File: src/rtl/sim_run_controller_pkg.sv
// Shared definitions for the simulation run controller: state encodings and flag indices.
package sim_run_controller_pkg;

    localparam int unsigned STATE_W   = 3;
    localparam int unsigned NUM_FLAGS = 3;

    typedef enum logic [STATE_W-1:0] {
        ST_HOLD    = 3'd0,
        ST_RUN     = 3'd1,
        ST_DRAIN   = 3'd2,
        ST_DONE    = 3'd3,
        ST_STALL   = 3'd4,
        ST_TIMEOUT = 3'd5
    } state_e;

    localparam int unsigned FLAG_DONE    = 0;
    localparam int unsigned FLAG_STALL   = 1;
    localparam int unsigned FLAG_TIMEOUT = 2;

    // The core is out of reset only while the program runs or drains.
    function automatic logic is_busy(input state_e s);
        return (s == ST_RUN) || (s == ST_DRAIN);
    endfunction

endpackage

File: src/rtl/sim_idle_counter.sv
// Per-channel idle counter: counts RUN cycles since the last heartbeat, flags the limit cycle.
module sim_idle_counter #(
    parameter int unsigned CNT_W = 32,
    parameter int unsigned LIMIT = 1_000_000
) (
    input  logic clk,
    input  logic rst_n,
    input  logic en,
    input  logic beat,
    input  logic run,
    output logic hit_c
);

    localparam logic [CNT_W-1:0] LAST    = CNT_W'(LIMIT - 1);
    localparam logic [CNT_W-1:0] CNT_MAX = '1;

    logic [CNT_W-1:0] idle_q;

    assign hit_c = run && en && !beat && (idle_q == LAST);

    // Disabled channels are pinned at zero so they can never stall.
    always_ff @(posedge clk or negedge rst_n) begin
        if (!rst_n) begin
            idle_q <= '0;
        end else if (!en) begin
            idle_q <= '0;
        end else if (run) begin
            if (beat) begin
                idle_q <= '0;
            end else if (idle_q != CNT_MAX) begin
                idle_q <= idle_q + CNT_W'(1);
            end
        end
    end

endmodule

File: src/rtl/sim_run_controller.sv
// Run controller for the simulation top: core reset sequencing, cycle counting, stall
// detection on heartbeat channels and terminal DONE/STALL/TIMEOUT reporting.
module sim_run_controller
    import sim_run_controller_pkg::*;
#(
    parameter int unsigned RST_HOLD_CYCLES = 25,
    parameter int unsigned NUM_CH          = 4,
    parameter int unsigned IDLE_LIMIT      = 1_000_000,
    parameter int unsigned DRAIN_CYCLES    = 64,
    parameter int unsigned TIMEOUT_CYCLES  = 15_000_000,
    parameter int unsigned CNT_W           = 32
) (
    input  logic               clk_in,
    input  logic               rst_n_in,
    input  logic [NUM_CH-1:0]  heartbeat_in,
    input  logic [NUM_CH-1:0]  ch_en_in,
    input  logic               halt_req_in,
    output logic               sim_rst_out,
    output logic [STATE_W-1:0] state_out,
    output logic [CNT_W-1:0]   cycle_cnt_out,
    output logic [NUM_CH-1:0]  stall_ch_out,
    output logic               done_out,
    output logic               stall_out,
    output logic               timeout_out
);

    typedef logic [CNT_W-1:0] cnt_t;

    // A zero-length phase still takes one edge to leave its state.
    localparam int unsigned HOLD_LAST    = (RST_HOLD_CYCLES > 0) ? RST_HOLD_CYCLES - 1 : 0;
    localparam int unsigned DRAIN_LAST   = (DRAIN_CYCLES > 0) ? DRAIN_CYCLES - 1 : 0;
    localparam int unsigned TIMEOUT_LAST = (TIMEOUT_CYCLES > 0) ? TIMEOUT_CYCLES - 1 : 0;
    localparam cnt_t        CNT_MAX      = '1;

    function automatic cnt_t sat_inc(input cnt_t v);
        return (v == CNT_MAX) ? v : v + cnt_t'(1);
    endfunction

    state_e                state_q;
    state_e                state_d;
    cnt_t                  hold_q;
    cnt_t                  drain_q;
    cnt_t                  cycle_q;
    logic [NUM_FLAGS-1:0]  flag_q;
    logic [NUM_CH-1:0]     hit_c;
    logic                  run_c;

    assign run_c = (state_q == ST_RUN);

    for (genvar i = 0; i < NUM_CH; i++) begin : gen_idle
        sim_idle_counter #(
            .CNT_W (CNT_W),
            .LIMIT (IDLE_LIMIT)
        ) u_idle (
            .clk   (clk_in),
            .rst_n (rst_n_in),
            .en    (ch_en_in[i]),
            .beat  (heartbeat_in[i]),
            .run   (run_c),
            .hit_c (hit_c[i])
        );
    end

    // Next state; in RUN a halt request outranks a stall, which outranks the timeout.
    always_comb begin
        state_d = state_q;
        unique case (state_q)
            ST_HOLD: begin
                if (hold_q >= cnt_t'(HOLD_LAST)) state_d = ST_RUN;
            end
            ST_RUN: begin
                if (halt_req_in)                          state_d = ST_DRAIN;
                else if (|hit_c)                          state_d = ST_STALL;
                else if (cycle_q == cnt_t'(TIMEOUT_LAST)) state_d = ST_TIMEOUT;
            end
            ST_DRAIN: begin
                if (drain_q >= cnt_t'(DRAIN_LAST))        state_d = ST_DONE;
                else if (cycle_q == cnt_t'(TIMEOUT_LAST)) state_d = ST_TIMEOUT;
            end
            default: state_d = state_q;
        endcase
    end

    always_ff @(posedge clk_in or negedge rst_n_in) begin
        if (!rst_n_in) begin
            state_q      <= ST_HOLD;
            hold_q       <= '0;
            drain_q      <= '0;
            cycle_q      <= '0;
            stall_ch_out <= '0;
            flag_q       <= '0;
            sim_rst_out  <= 1'b1;
        end else begin
            state_q <= state_d;
            if (state_q == ST_HOLD)  hold_q  <= sat_inc(hold_q);
            if (is_busy(state_q))    cycle_q <= sat_inc(cycle_q);
            if (state_q == ST_DRAIN) drain_q <= sat_inc(drain_q);
            if (run_c && (state_d == ST_STALL)) stall_ch_out <= hit_c;
            flag_q[FLAG_DONE]    <= (state_d == ST_DONE);
            flag_q[FLAG_STALL]   <= (state_d == ST_STALL);
            flag_q[FLAG_TIMEOUT] <= (state_d == ST_TIMEOUT);
            sim_rst_out          <= !is_busy(state_d);
        end
    end

    assign state_out     = state_q;
    assign cycle_cnt_out = cycle_q;
    assign done_out      = flag_q[FLAG_DONE];
    assign stall_out     = flag_q[FLAG_STALL];
    assign timeout_out   = flag_q[FLAG_TIMEOUT];

endmodule

File: config.mk
export PLATFORM = sky130hd
export DESIGN_NAME = sim_run_controller
export DESIGN_NICKNAME = d
export VERILOG_FILES = /design/src/rtl/sim_run_controller_pkg.sv /design/src/rtl/sim_idle_counter.sv /design/src/rtl/sim_run_controller.sv
export SDC_FILE = /design/constraint.sdc
export NUM_CORES = 1
export LEC_CHECK = 0
export BUFFER_PORTS_ARGS = -buffer_cell sky130_fd_sc_hd__buf_2
export CORE_UTILIZATION = 31
export DETAILED_ROUTE_END_ITERATION = 10
export PLACE_DENSITY = 0.54
export SYNTH_ARGS = -nofsm -noshare
export SYNTH_HDL_FRONTEND = slang
export SYNTH_HIERARCHICAL = 1
export SYNTH_SLANG_ARGS = --single-unit
File: constraint.sdc
create_clock -name clk_in -period 3 [get_ports clk_in]
set_input_delay 0.15 -clock clk_in [delete_from_list [all_inputs] [get_ports clk_in]]
set_output_delay 0.15 -clock clk_in [all_outputs]
set_load 0.01 [all_outputs]
==> results.ini, run 1 <==
[logic_synthesis]
synth-edff-count = 0
synth-compound-area-share = 0.158
synth-simple-area-share = 0.296
synth_flop_cell = dfrtp_1
async_flop_share = 1.00
synth_cells = 1457
synth_nets = 1476
synth_seq_cells = 235
syn_avg_cell_area_sq_um = 9.42
synth_fa_ha_area_frac = 0.00730
synth_cell_type_count = 71
yosysSeqAreaShare = 0.429
syn_area_sq_um = 13700
synthMuxAreaShare = 0.0111
synth_top_family_by_area = simple AND/OR/NAND/NOR gates
yosysWarnings = 6
synth_xor_area_frac = 0.0600

[finish]
num-fill-cells = 4414
area_delta_synth_final_pct = 18.9
drive_gt1_frac = 0.167
regArea_sq_um = 5880
fin_area_sq_um = 16300
fin_nets = 1604
multiInputGateArea_sq_um = 7390
finalNonFillerCells = 2192
n_antenna_cell = 0

[sta]
slew_headroom = 0.480
hold-worst-slack_ns = 0.133
clock_skew_ns = 0.0236
slew_violations = 0
worst_pin_slew_ns = 0.781
fmax_mhz = 344
final.min_clock_period_ns = 2.91
hold_violations = 0
period_share = 0.969
setup_viol = 0

[pwr]
power_density_nw_per_um2 = 487
ir_worst_vdd_mv = 0.543
leakagePower_nw = 6.93

[drt]
vias_per_cell = 5.63
first_iter_violations = 1065
vias = 12300
drc = 0
wl_per_cell_um = 17.6
drtAntennaViolNets = 0
drtPass1Iterations = 6
totalWireLength_um = 38600

[placed_design]
place_area_sq_um = 15100
dp.cells = 2131
numPortBuffers = 53
dpl.hpwl_um = 27500
place.gp.congestion = 0.859

[clocking]
cts_root_buf = clkbuf_16
path_clk_slew_ns = 0.06
clk_latency_ns = 0.58
cts_tree = done
cts_buffers = 28
cts_max_level = 1
cts_sinks = 235
cts_buffer_depth = 3

[floorplan]
rows = 76
ios = 54
start_util = 0.316
dieArea_sq_um = 45100
die_x_um = 212
die_h_um = 212
core_area_sq_um = 43400

[outcome]
status = completed

[global_route]
antenna_found_initial = 1
grt_max_degree = 97
first_global_vias = 11900
grt_pass1_wl_um = 64500
track_usage = 0.174
grt_overflow = 0

[setup_path]
critPathKind = reg -> reg
path_max_fanout = 4
cp.arrival_ns = 3.42
end_kind = flop
critPathLaunchType = flop
cp.required_ns = 3.52

[job]
maxCapViolations = 0

[min_path]
worstHoldPathType = in -> reg

==> layout by cell type (no fill, tap or decap), types with 9 or more instances in the layout <==
cell and instances:
a21oi_1 82, a31oi_1 55, and3_1 30, buf_2 52
buf_4 86, clkbuf_16 28, dfrtp_1 234, dlygate4sd3_1 9
inv_1 41, mux2_2 10, nand2_1 151, nand2b_1 9
nand3_1 90, nand4_1 83, nor2_1 65, nor3_1 41
nor4_1 61, nor4b_1 10, o211ai_1 33, o21a_1 9
o21ai_0 39, o21ai_1 9, o311ai_0 24, o31a_1 9
o31ai_1 13, or3_1 11, or4_1 19, xnor2_1 61
xor2_1 33
==> cells in the mapped netlist, types with 6 or more instances <==
cell type | count | area (sq um)
and3_1 | 30 | 188
xor2_1 | 33 | 289
o21ai_0 | 40 | 200
nor4_1 | 67 | 419
dfrtp_1 | 234 | 5860
and4_1 | 6 | 52.6
o41ai_1 | 8 | 70.1
a21o_1 | 8 | 60.1
o31ai_1 | 13 | 97.6
o21a_1 | 9 | 67.6
a31o_2 | 7 | 61.3
nor4b_1 | 10 | 87.6
nor3b_1 | 6 | 45.0
o21ai_1 | 8 | 40.0
and2_1 | 8 | 50.1
nand3_1 | 90 | 450
a41oi_1 | 8 | 70.1
nand4_2 | 8 | 100
o211ai_1 | 33 | 248
o311ai_0 | 24 | 210
a31oi_1 | 55 | 344
or3_1 | 11 | 68.8
ha_1 | 8 | 100
xnor2_1 | 61 | 534
inv_1 | 41 | 154
clkinv_1 | 8 | 30.0
buf_4 | 9 | 67.6
clkbuf_1 | 12 | 45.0
nor3_1 | 41 | 205
buf_2 | 14 | 70.1
mux2_2 | 10 | 113
or4_1 | 21 | 158
clkbuf_2 | 9 | 45.0
nand2_1 | 151 | 567
nand3_2 | 6 | 60.1
nand4_1 | 83 | 519
o31a_1 | 9 | 78.8
nor2_1 | 65 | 244
nand2b_1 | 9 | 56.3
a21oi_1 | 83 | 415
==> worst max-delay path, stage by stage, from the launching register on <==
cell     delay, ns
dfrtp_1       0.38
or4_4         0.55
nor4_4        0.16
buf_4         0.15
nand4_1       0.18
nor4_4        0.33
buf_4         0.18
or4_4         0.12
o21ai_1       0.05
o21a_1        0.19
a31o_4        0.22
a21oi_2       0.17
and3_1        0.17
==> area by class of cell <==
cell class              count  area share
repair buffers            151      0.0657
clock inverters            15      0.0171
flip-flops and latches    235       0.361
well taps                 585      0.0449
clock buffers              37      0.0475
inverters                  49      0.0113
multi-input cells        1120       0.453
==> state kept, by name, indices dropped and copies added (netlist names) <==
name                    cells
gen_idle.u_idle/idle_q    128
cycle_cnt_out              32
drain_q                    32
hold_q                     32
stall_ch_out                4
flag_q                      3
state_out                   3
sim_rst_out                 1
==> metal layers <==
layer,vias to the layer above,global-route usage,wire length [um]
li1,5876,-,-
met1,6133,0.247,18300
met2,288,0.281,18000
met3,45,0.0222,1770
met4,0,0.0402,507
met5,-,0,0
==> repair_timing <==
item / in CTS / in global routing
hold endpoints to repair: 118 / 0
endpoints found under the setup margin: 9 / 9
setup buffers: 0 / 1
hold buffers: 9 / 0
pin swaps: 1 / 6
gates resized for setup: 3 / 10
cloned: 0 / 0
==> worst paths after layout <==
check	startpoint	end	slack [ns]	depth (start not counted)
max in group asynchronous	rst_n_in	sim_rst_out$_DFF_PN1_	1.91	3
worst min-delay path	halt_req_in	state_out[1]$_DFF_PN0_	0.13	4
min in group asynchronous	rst_n_in	gen_idle[2].u_idle/idle_q[0]$_DFFE_PN0P_	0.18	2
worst max-delay path	gen_idle[0].u_idle/idle_q[8]$_DFFE_PN0P_	flag_q[1]$_DFF_PN0_	0.09	12
worst min register to register	hold_q[27]$_DFFE_PN0P_	hold_q[27]$_DFFE_PN0P_	0.50	1
worst max register to register	gen_idle[0].u_idle/idle_q[8]$_DFFE_PN0P_	flag_q[1]$_DFF_PN0_	0.09	12
==> logic make-up after synthesis <==
kind of cell	Yosys count
buf+inv	102
simple gates	675
mux	14
fa+ha+maj	8
flops	235
compound gates	329
xor+xnor	94
==> stage by stage <==
step / power, mW / setup slack (ns) / TNS, ns / util
final: 7.95 / 0.0922 / 0 / 0.376
after floorplan: 3.85 / 0.330 / 0 / -
after CTS: 8.06 / 0.0166 / 0 / 0.375
after global routing: 8.28 / -0.00663 / -0.00663 / 0.376
after global placement: 4.15 / -0.143 / -0.651 / 0.348
after detailed placement: 4.16 / -0.116 / -0.500 / 0.348
==> power by group <==
group          internal [mW]  switching [mW]  total [mW]
Clock                   2.42            1.42        3.84
Sequential              3.29           0.138        3.43
Combinational          0.253           0.418       0.671
Power figures use the tool's default switching activity.
==> inputs of run 2 (changes only) <==
- clock period: 3 -> 3.5 ns (I/O delays scaled with it)
==> run 2 against run 1 <==
  * Die area stayed put
  * Worst setup slack better by 0.22 ns
  * Largest power group is now registers
  * Clock power fell by 24%
==> results.ini, run 2 (synthesis results as in run 1) <==
[outcome]
status = completed

[global_route]
grt_max_degree = 100  ; +3.1%
first_global_vias = 11400  ; -3.5%
track_usage = 0.168  ; -0.00633
antenna_found_initial = 0  ; -1
grt_pass1_wl_um = 62200  ; -3.6%
grt_overflow = 0  ; unchanged

[clocking]
cts_tree = done
cts_buffers = 27  ; -3.6%
cts_sinks = 235  ; unchanged
cts_buffer_depth = 3  ; unchanged
clk_latency_ns = 0.56  ; -0.02 ns
path_clk_slew_ns = 0.06  ; about the same
cts_max_level = 1  ; unchanged
cts_resized = 0  ; -3
cts_root_buf = clkbuf_16

[sta]
rsz0062_at_grt = false
slew_violations = 0  ; unchanged
final.min_clock_period_ns = 3.19  ; +0.284 ns
setup_tns_ns = 0  ; unchanged
slew_headroom = 0.412  ; -0.0674
hold_violations = 0  ; unchanged
setup_viol = 0  ; unchanged
period_share = 0.912  ; -0.0574
clock_skew_ns = 0.0101  ; -0.0135 ns
fmax_mhz = 313  ; -8.9%
worst_pin_slew_ns = 0.874  ; +0.0930 ns

[floorplan]
die_h_um = 212  ; unchanged
dieArea_sq_um = 45100  ; unchanged
core_area_sq_um = 43400  ; unchanged
rows = 76  ; unchanged
ios = 54  ; unchanged
die_x_um = 212  ; unchanged
start_util = 0.316  ; unchanged

[finish]
largest_reg_flops = 128  ; unchanged
n_antenna_cell = 0  ; unchanged
drive_gt1_frac = 0.135  ; -0.0322
fin_nets = 1553  ; -3.2%
final_cell_mix = dfrtp_1, nand2_1, nand3_1, nand4_1, a21oi_1
layout_commonest_cell = dfrtp_1
regMostFlops = gen_idle.u_idle/idle_q
area_delta_synth_final_pct = 14.4
finalNonFillerCells = 2138  ; -2.5%

[setup_path]
critPathLaunchType = flop
cp.required_ns = 4.00  ; +0.48 ns
cp.arrival_ns = 3.69  ; +0.27 ns
rr_startpoint = gen_idle[1].u_idle/idle_q[12]$_DFFE_PN0P_
rr_endpoint = flag_q[1]$_DFF_PN0_
critPathKind = reg -> reg
r2r_slack_ns = 0.31  ; +0.22 ns
path_max_fanout = 9  ; +5
ff2ff_path_depth = 11  ; -1
end_kind = flop

[drt]
vias = 12100  ; -2.0%
drc = 0  ; unchanged
totalWireLength_um = 37600  ; -2.6%
vias_per_cell = 5.66  ; +0.45%
wl_per_cell_um = 17.6  ; -0.18%
first_iter_violations = 967  ; -9.2%
drtPass1Iterations = 6  ; unchanged
drtAntennaViolNets = 0  ; unchanged

[placed_design]
dpl.hpwl_um = 26700  ; -3.0%
dp.cells = 2082  ; -2.3%
numPortBuffers = 53  ; unchanged
place.gp.congestion = 0.867  ; +0.96%

[job]
maxCapViolations = 0  ; unchanged

[min_path]
min_to = gen_idle[2].u_idle/idle_q[23]$_DFFE_PN0P_
hp-start = heartbeat_in[2]
worstHoldPathType = in -> reg
whs_path_depth = 4  ; unchanged

[pwr]
leakagePower_nw = 6.57  ; -5.1%
power_density_nw_per_um2 = 410  ; -16%
ir_worst_vdd_mv = 0.351  ; -35%

==> run 2: cell count changes in the layout (fill, tap and decap cells not counted), sizes merged <==
cell,before,now
buf,142,93
clkinvlp,0,5
bufinv,7,3
clkbuf,37,33
clkinv,16,14
dlygate4sd3,9,8
inv,41,42
==> run 2: report_power, final <==
group          internal (mW)  total, mW  switching [mW]
Clock                   1.73       2.93            1.20
Sequential              2.82       2.94           0.119
Combinational          0.211      0.565           0.354
==> run 2: through the flow <==
stage / util / setup WS, ns / instance area, sq um / power, mW / hold slack (ns)
floorplan: - / 0.830 / 13700 / 3.30 / -0.121
global placement: 0.339 / 0.303 / 14700 / 3.55 / 0.281
detailed placement: 0.339 / 0.299 / 14700 / 3.56 / 0.279
CTS: 0.362 / 0.280 / 15700 / 6.55 / 0.0115
global route: 0.362 / 0.144 / 15700 / 6.74 / 0.0525
finish: 0.362 / 0.308 / 15700 / 6.44 / 0.0293
==> run 2: what timing repair did <==
item | in CTS | in global routing
endpoints found under the setup margin | 0 | 0
hold buffers | 8 | 0
buffers inserted | 0 | 0
endpoints found under the hold margin | 108 | 0
==> run 2: critical path, stage by stage, from the launching register on <==
cell and delay, ns:
dfrtp_1 0.47, or4_1 0.53, nor4_1 0.26, nand4_1 0.14
nor4_1 0.46, buf_4 0.21, or4_1 0.13, o21ai_0 0.07
o21a_1 0.17, a31o_2 0.23, a21oi_1 0.25, and3_1 0.20
==> run 2: layout make-up <==
class                      instances  area [sq um]
clock buffer                      33           738
multi-input combinational       1120          7310
sequential                       235          5880
tap                              585           732
inverter                          49           184
clock inverter                    15           185
fill                            4468         27700
timing repair buffer             101           668
==> run 2: worst max-delay path by stage <==
stage	startpoint	endpoint	slack [ns]
CTS	gen_idle[0].u_idle/idle_q[12]$_DFFE_PN0P_	flag_q[1]$_DFF_PN0_	0.28
global route	gen_idle[2].u_idle/idle_q[12]$_DFFE_PN0P_	flag_q[1]$_DFF_PN0_	0.14
finish	gen_idle[1].u_idle/idle_q[12]$_DFFE_PN0P_	flag_q[1]$_DFF_PN0_	0.31
floorplan	gen_idle[0].u_idle/idle_q[12]$_DFFE_PN0P_	flag_q[1]$_DFF_PN0_	0.83
detailed placement	gen_idle[0].u_idle/idle_q[12]$_DFFE_PN0P_	flag_q[1]$_DFF_PN0_	0.30
global placement	gen_idle[1].u_idle/idle_q[12]$_DFFE_PN0P_	flag_q[1]$_DFF_PN0_	0.30
==> run 2: routing by layer <==
layer | global-route usage | part of all wire | vias to the layer above
li1 | - | - | 5769
met1 | 0.239 | 0.47 | 5935
met2 | 0.267 | 0.46 | 335
met3 | 0.0198 | 0.050 | 53
met4 | 0.0469 | 0.019 | 0
met5 | 0 | 0 | -
